===== src/rtl/mem_pkg.sv =====
// Shared types and defaults for the MEM pipeline stage and its data memory.
package mem_pkg;

  typedef enum logic [1:0] {
    IDLE,
    ACCESS,
    DONE
  } state_t;

  localparam int unsigned DEF_ADDR_BASE   = 1024;
  localparam int unsigned DEF_DEPTH_WORDS = 64;
  localparam int unsigned DEF_WAIT_CYCLES = 4;

  // Word-index width; a single-word memory still needs one address bit.
  function automatic int unsigned idx_width(input int unsigned depth);
    return (depth <= 1) ? 1 : $clog2(depth);
  endfunction

endpackage


===== src/rtl/mem_stage_dmem_array.sv =====
// Single-port word RAM: synchronous write, asynchronous read. Contents are never reset.
module dmem_array
  import mem_pkg::*;
#(
  parameter int unsigned DEPTH_WORDS = DEF_DEPTH_WORDS,
  localparam int unsigned AW = idx_width(DEPTH_WORDS)
) (
  input  logic          clk_i,
  input  logic          we_i,
  input  logic [AW-1:0] addr_i,
  input  logic [31:0]   wdata_i,
  output logic [31:0]   rdata_o
);

  logic [31:0] mem_q [DEPTH_WORDS];

  always_ff @(posedge clk_i) begin
    if (we_i) begin
      mem_q[addr_i] <= wdata_i;
    end
  end

  assign rdata_o = mem_q[addr_i];

endmodule


===== src/rtl/mem_stage.sv =====
// MEM stage: word-addressed data memory behind a fixed wait-state access FSM that freezes upstream.
// Define MEM_ZERO_WAIT_EN to remove the FSM and make every access single-cycle.
module mem_stage
  import mem_pkg::*;
#(
  parameter int unsigned ADDR_BASE   = DEF_ADDR_BASE,
  parameter int unsigned DEPTH_WORDS = DEF_DEPTH_WORDS,
  parameter int unsigned WAIT_CYCLES = DEF_WAIT_CYCLES
) (
  input  logic        CLK,
  input  logic        RST,
  input  logic        MEM_R_EN,
  input  logic        MEM_W_EN,
  input  logic [31:0] ALU_Res,
  input  logic [31:0] Val_Rm,
  output logic [31:0] Data_Out,
  output logic        ready,
  output logic        freeze,
  output logic        addr_err
);

  localparam int unsigned AW = idx_width(DEPTH_WORDS);

  logic [31:0]   off;
  logic          in_range;
  logic [AW-1:0] idx;
  logic          req;
  logic          is_store;
  logic          we;
  logic [31:0]   rdata;

  // Byte offset wraps, so addresses below the base are caught by the explicit compare.
  assign off      = ALU_Res - 32'(ADDR_BASE);
  assign in_range = (ALU_Res >= 32'(ADDR_BASE)) && (off[31:2] < 30'(DEPTH_WORDS));
  assign idx      = off[AW+1:2];
  assign req      = MEM_R_EN | MEM_W_EN;
  assign is_store = MEM_W_EN & ~MEM_R_EN;

  dmem_array #(
    .DEPTH_WORDS(DEPTH_WORDS)
  ) u_dmem (
    .clk_i  (CLK),
    .we_i   (we),
    .addr_i (idx),
    .wdata_i(Val_Rm),
    .rdata_o(rdata)
  );

`ifdef MEM_ZERO_WAIT_EN

  assign we       = is_store & in_range;
  assign Data_Out = in_range ? rdata : 32'd0;
  assign addr_err = req & ~in_range;
  assign ready    = 1'b1;
  assign freeze   = 1'b0;

`else

  state_t      state_q, state_d;
  logic [3:0]  cnt_q, cnt_d;
  logic [31:0] dout_q, dout_d;
  logic        aerr_q, aerr_d;

  always_ff @(posedge CLK or negedge RST) begin
    if (!RST) begin
      state_q <= IDLE;
      cnt_q   <= 4'd0;
      dout_q  <= 32'd0;
      aerr_q  <= 1'b0;
    end else begin
      state_q <= state_d;
      cnt_q   <= cnt_d;
      dout_q  <= dout_d;
      aerr_q  <= aerr_d;
    end
  end

  always_comb begin
    state_d = state_q;
    cnt_d   = cnt_q;
    dout_d  = dout_q;
    aerr_d  = aerr_q;
    we      = 1'b0;
    case (state_q)
      IDLE: begin
        if (req) begin
          state_d = ACCESS;
          cnt_d   = 4'(WAIT_CYCLES - 1);
        end
      end
      ACCESS: begin
        if (cnt_q != 4'd0) begin
          cnt_d = cnt_q - 4'd1;
        end else begin
          // Inputs are still held by freeze, so the access uses them directly.
          state_d = DONE;
          we      = is_store & in_range;
          if (!in_range) begin
            aerr_d = 1'b1;
          end
          if (MEM_R_EN) begin
            dout_d = in_range ? rdata : 32'd0;
          end
        end
      end
      DONE: begin
        state_d = IDLE;
        aerr_d  = 1'b0;
      end
      default: begin
        state_d = IDLE;
      end
    endcase
  end

  assign ready    = ((state_q == IDLE) && !req) || (state_q == DONE);
  assign freeze   = ~ready;
  assign Data_Out = dout_q;
  assign addr_err = aerr_q;

`endif

endmodule


===== config.mk =====
export PLATFORM = sky130hd
export DESIGN_NAME = mem_stage
export DESIGN_NICKNAME = d
export VERILOG_FILES = /design/src/rtl/mem_pkg.sv /design/src/rtl/mem_stage_dmem_array.sv /design/src/rtl/mem_stage.sv
export SDC_FILE = /design/constraint.sdc
export NUM_CORES = 2
export LEC_CHECK = 0
export CAP_MARGIN = 20
export CELL_PAD_IN_SITES_DETAIL_PLACEMENT = 1
export CELL_PAD_IN_SITES_GLOBAL_PLACEMENT = 1
export CORE_UTILIZATION = 50
export DETAILED_ROUTE_END_ITERATION = 10
export PLACE_DENSITY = 0.78
export SLEW_MARGIN = 25
export SYNTH_ARGS = -nofsm -noshare
export SYNTH_HDL_FRONTEND = slang
export SYNTH_SLANG_ARGS = --single-unit

===== constraint.sdc =====
create_clock -name CLK -period 7.45 [get_ports CLK]
set_input_delay 1.49 -clock CLK [delete_from_list [all_inputs] [get_ports CLK]]
set_output_delay 1.49 -clock CLK [all_outputs]
set_load 0.01 [all_outputs]

* After elaboration in Yosys (flattened, before gate mapping)
Memories as Yosys holds them, arrays and structs flattened. Index checks and enable logic that the tools add are counted.
Storage, ports and cells: word-level logic and storage cells 47, output and inout bits 35, memories 1, register bits after elaboration 39, bits of input ports 68, bits in writable memories 2048
Cells by class: $add $sub $neg 2, reductions and logical operators 12, $lt $le $gt $ge 2, bitwise operators 6, muxes and demuxes 14, equality and inequality tests 6
Memory list:
- u_dmem.mem_q | depth 64, bits a word 32, rd ports 1, clocked after Yosys merged registers in 0, write ports 1, RTL line mem_stage_dmem_array.sv:15 | logic [31:0] mem_q [DEPTH_WORDS];
Operator list (number):
- 32-bit by 11-bit >= comparator with 1-bit output (second input constant) | 1
- 32-bit two-way mux | 1
- 32-bit by 11-bit subtractor with 32-bit output (second input constant) | 1
- 30-bit by 7-bit < comparator with 1-bit output (second input constant) | 1
- 3-bit AND reduction | 3
- 4-bit two-way mux | 2
- 2-bit != test (second input constant) | 4
- 4-bit one-hot mux with 2 select lines | 1
- 1-bit two-way mux | 6
- 2-bit two-way mux | 2
- 2-bit one-hot mux with 2 select lines | 1
- 2-bit nonzero test | 2
- 4-bit nonzero test | 1
- 4-bit by 1-bit subtractor with 4-bit output (second input constant) | 1
- 1-bit NOT | 3
- 1-bit bitwise AND | 2
- 2-bit by 1-bit == test with 1-bit output (second input constant) | 1
- 2-bit == test (second input constant) | 1
- 1-bit logical AND | 2
- 2-bit logical NOT | 1
- 1-bit one-hot mux with 2 select lines | 1
- 2-bit AND reduction | 1
- 1-bit logical NOT | 1
- 1-bit logical OR | 1
- 1-bit OR | 1

* Longest topological paths before layout
depth after elaboration 8, gate-level depth with buffers 12, gate-level depth less buffers 8

* Hierarchy
A second synthesis with hierarchy kept.
Unflattened totals: cell total of the unflattened synthesis 4398, area total of the unflattened synthesis 80124.3 µm²
By module, submodules not included:
- dmem_array | instances 1, sequential area each 61499.0 µm², area an instance 78287.6 µm², cells an instance 4207
- mem_stage | instances 1, sequential area each 975.9 µm², area an instance 1836.8 µm², cells an instance 191

* Worst setup path after synthesis
Ideal clock, no wire load.
path kind input port to flip-flop, from in ALU_Res[5], to mem u_dmem.mem_q[32][0], enable pin, stages 6, slack 2613 ps, setup time 421 ps, data arrival time 4416 ps, cells stage by stage clkbuf_1 > clkbuf_1 > nor3b_1 > buf_2 > nand4_1 > nor2_1
Between the ends: word-level cells in the longest chain between the ends 8
RTL lines:
- from (decl) | RTL line mem_stage.sv:14 | input logic [31:0] ALU_Res,
- 32-bit by 11-bit subtractor with 32-bit output | RTL line mem_stage.sv:33 | assign off = ALU_Res - 32'(ADDR_BASE);
- 30-bit by 7-bit < comparator with 1-bit output | RTL line mem_stage.sv:34 | assign in_range = (ALU_Res >= 32'(ADDR_BASE)) && (off[31:2] < 30'(DEPTH_WORDS));
- 1-bit logical AND | RTL line mem_stage.sv:34
- 1-bit bitwise AND | RTL line mem_stage.sv:97 | we = is_store & in_range;
- 1-bit two-way mux | RTL line mem_stage.sv:92 | if (cnt_q != 4'd0) begin
- 1-bit two-way mux | RTL line mem_stage.sv:84 | case (state_q)
- 1-bit two-way mux | RTL line mem_stage_dmem_array.sv:18 | if (we_i) begin
- 1-bit two-way mux (implied by the code) | RTL line mem_stage_dmem_array.sv:19 | mem_q[addr_i] <= wdata_i;
- to (decl) | RTL line mem_stage_dmem_array.sv:15
Several ways; a longest one is shown, not always the timed one.

* Final worst setup path
from in ALU_Res[13], to mem u_dmem.mem_q[42][4], enable pin
Between the ends: word-level cells in the longest chain between the ends 8
RTL lines (RTL line):
- 32-bit by 11-bit subtractor with 32-bit output | mem_stage.sv:33
- 30-bit by 7-bit < comparator with 1-bit output | mem_stage.sv:34
- 1-bit logical AND * | mem_stage.sv:34
- 1-bit bitwise AND * | mem_stage.sv:97
- 1-bit two-way mux * | mem_stage.sv:92
- 1-bit two-way mux * | mem_stage.sv:84
- 1-bit two-way mux * | mem_stage_dmem_array.sv:18
- 1-bit two-way mux (implied by the code) * | mem_stage_dmem_array.sv:19
Mark *: on every way between the ends. The rest lies on a longest branch, timed or not.

==> flow_metrics.tcl <==
set metrics [dict create \
    ys.flop_type "edfxtp_1" \
    syn_to_final_growth_pct 12.9 \
    max-vdd-ir-drop_v 0.000231 \
    path_class "in2reg" \
    grt_pass1_wl_mm 365 \
    critical_path.top_delay_family "simple AND/OR/NAND/NOR gates" \
    setup_viol 0 \
    tightestPinTransition_ns 1.20 \
    netSwitchingFraction 0.230 \
    min_path_cells 1 \
    fmax_mhz 183 \
    power_uw 24500 \
    grt_max_degree 94 \
    ys_ff_latch 2087 \
    ant_nets 0 \
    clockBufferDepth 3 \
    async_flop_share 0.0187 \
    clockRootBuffer "clkbuf_16" \
    timing.rr.end "u_dmem.mem_q[42][4]" \
    cts_tree "yes" \
    drv_slew 0 \
    htree_levels 4 \
    dr.first_iter.drc_count 7847 \
    syn_nets 4159 \
    path_buf_inv 2 \
    rows 147 \
    post-cts-setup-buffers 0 \
    drt_first_pass_iters 7 \
    overflow 0 \
    skew_ns 0.0403 \
    yosysWarnings 0 \
    cts_buffers 200 \
    die_y_um 405 \
    status "complete, no violations" \
    chipWidth_um 405 \
    hold_viol 0 \
    wl_per_cell_um 39.7 \
    syn_inst 4089 \
    dp_hpwl_mm 154 \
    initial_core_util 0.504 \
    regArea_mm2 0.0625 \
    synth.distinct_cells 84 \
    dr_total_vias 45900 \
    power.switching_uw 5640 \
    arrival_ns 6.00 \
    period_needed_ns 5.46 \
    path_common_cell "nand4_1" \
    cpPeakStageDelay_ns 1.14 \
    fin_crit_sh 0.733 \
    die_area_mm2 0.164 \
    crit_path_cell_trace "clkdlybuf4s50_1, nor4_4, nand4_1, a211oi_4, nand4_1, nor2_4, buf_4" \
    clkTransAtPathRegs_ns 0.06 \
    core_mm2 0.161 \
    wl_mm 266 \
    holdCritStartpoint "Data_Out[20]" \
    combPwrFrac 0.058 \
    grt_setup_unrepaired "no" \
    power.leakage_uw 0.0290 \
    timing.max_cap.violations 0 \
    critPathSlowestCell "nor2_4" \
    port_buffers 100 \
    drive_gt1_frac 0.242 \
    ctsResizeCount 0 \
    min_path_type "reg2reg" \
    antenna_found_initial 19 \
    p_seq_frac 0.526 \
    powerDensity_mw_per_mm2 268 \
    io_pins 103 \
    clock_latency_ns 0.88 \
    start_kind "input port" \
    yosysSeqAreaShare 0.770 \
    whs_endpoint "Data_Out[20]" \
    holdBufCountCts 0 \
    cp.required_ns 7.99 \
    synth_area_mm2 0.0812 \
    tns_ns 0 \
    r2r_slack_ns 2.48 \
    clock_sinks 2087 \
    r2r-start "cnt_q[1]" \
    grt.total_usage 0.324 \
    drc_errors 0 \
    path_depth 7 \
    fillerInstances 13800 \
    gp_congestion 0.910 \
    critPathMaxFanout 22 \
    reg2reg_depth 8 \
    multiInputGateArea_mm2 0.0173 \
    viasPerCell 6.87 \
    synth_edf_count 2048 \
    slew-limit-headroom 0.203 \
    syn_avg_cell_area_um2 19.9 \
    worst_setup_path_end_kind "register" \
    clock_power_share 0.416 \
    grt_pass1_vias 46800 \
    fin_nets 4421 \
    cell_internal_pwr_uw 18900 \
]
[state kept, by name, summed over array words and instances (netlist names)]
name	count
Data_Out	32
addr_err	1
cnt_q	4
state_q	2
u_dmem.mem_q	2048
[cells in the mapped netlist, drive strengths merged (13+ instances only)]
library cell     n  share of area
a211oi          26         0.0026
a21oi           99         0.0061
a221oi          30         0.0033
a22o            17         0.0018
a22oi           61         0.0056
a31oi           16         0.0012
a32o            13         0.0016
and3            14         0.0011
buf            196          0.020
clkbuf          50         0.0023
dfrtp           39          0.012
edfxtp        2048           0.76
mux2           156          0.022
mux2i          163          0.020
mux4           303          0.084
nand2          176         0.0083
nand3           21         0.0014
nor2           181         0.0086
nor2b           18         0.0014
o21ai           83         0.0051
o221ai          37         0.0041
o22ai          154          0.012
o31ai           13         0.0014
[worst register-to-register path, stage by stage, from the launching register on]
cell and delay [ns]:
dfrtp_1 0.38, inv_1 0.11, ha_1 0.21, nor3b_1 0.42, nand3b_1 0.53, clkinv_1 0.52
nand4_1 0.93, nor2_4 1.15, buf_4 0.39
[power groups by stage]
stage          Sequential [uW]  Combinational, uW  Clock [uW]
2_1_floorplan            13200                692           0
3_3_place_gp             13200               1310           0
3_5_place_dp             13200               1360           0
4_1_cts                  12900               1370       10200
5_1_grt                  12900               1440       10600
6_report                 12900               1420       10200
[worst max-delay path by stage]
stage	startpoint	end	slack (ns)
floorplan	ALU_Res[5]	u_dmem.mem_q[32][0]	2.61
global placement	ALU_Res[12]	u_dmem.mem_q[42][17]	1.39
detailed placement	ALU_Res[12]	u_dmem.mem_q[42][28]	1.28
CTS	ALU_Res[12]	u_dmem.mem_q[42][9]	2.15
global route	ALU_Res[13]	u_dmem.mem_q[42][4]	1.96
finish	ALU_Res[13]	u_dmem.mem_q[42][4]	1.99
[stage by stage]
stage	worst slack (ns)	instance area (um2)	hold WS (ns)	instances	utilization
detailed placement	1.28	85100	0.508	6308	0.529
global route	1.96	91600	0.546	6676	0.569
CTS	2.15	91600	0.528	6675	0.569
floorplan	2.61	81200	0.510	4089	-
finish	1.99	91600	0.520	6681	0.569
global placement	1.39	85100	0.496	6308	0.529
[area by class of cell]
cell class,count,share of cell area
Sequential cell,2087,0.682
Clock inverter,126,0.0136
Timing Repair Buffer,306,0.0283
Clock buffer,241,0.0571
Antenna cell,5,0.000137
Inverter,15,0.000683
Multi-Input combinational cell,1741,0.189
Tap cell,2160,0.0295
[cell families after synthesis]
logic type               count (synthesis)  share of synthesized area
buffers and inverters                  261                     0.0235
flip-flops                            2087                      0.770
XOR/XNOR                                 1                   0.000108
AO/OA/AOI/OAI                          629                     0.0536
multiplexers                           622                      0.126
adder cells (fa/ha/maj)                  2                   0.000308
AND/OR/NAND/NOR                        487                     0.0272
[layer usage]
layer  vias up  track usage  wire length (um)
li1      17400            -                 -
met1     23800        0.413             91600
met2      3785        0.498            122000
met3       824       0.0958             34300
met4        16        0.183             17200
met5         -            0               161
[cells in the final DEF, fill, tap and decap left out, types with 14 or more instances in the layout]
cell             instances
clkbuf_1                34
o221ai_1                36
clkdlybuf4s50_1         63
a22o_1                  17
clkinv_1                44
and3_1                  14
nand3_1                 20
clkinv_2                41
nand2_1                173
nor2_4                  65
a31oi_1                 16
nor2b_1                 16
mux2_2                 154
clkbuf_16              200
a221oi_1                29
nor2_1                 116
a22oi_1                 61
buf_4                  190
bufinv_16               16
buf_2                   34
o21ai_0                 75
edfxtp_1              2048
buf_12                  16
mux2i_1                163
mux4_2                 303
o22ai_1                154
a211oi_1                23
a21oi_1                 98
dfrtp_1                 39
(Power assumes the default switching activity.)
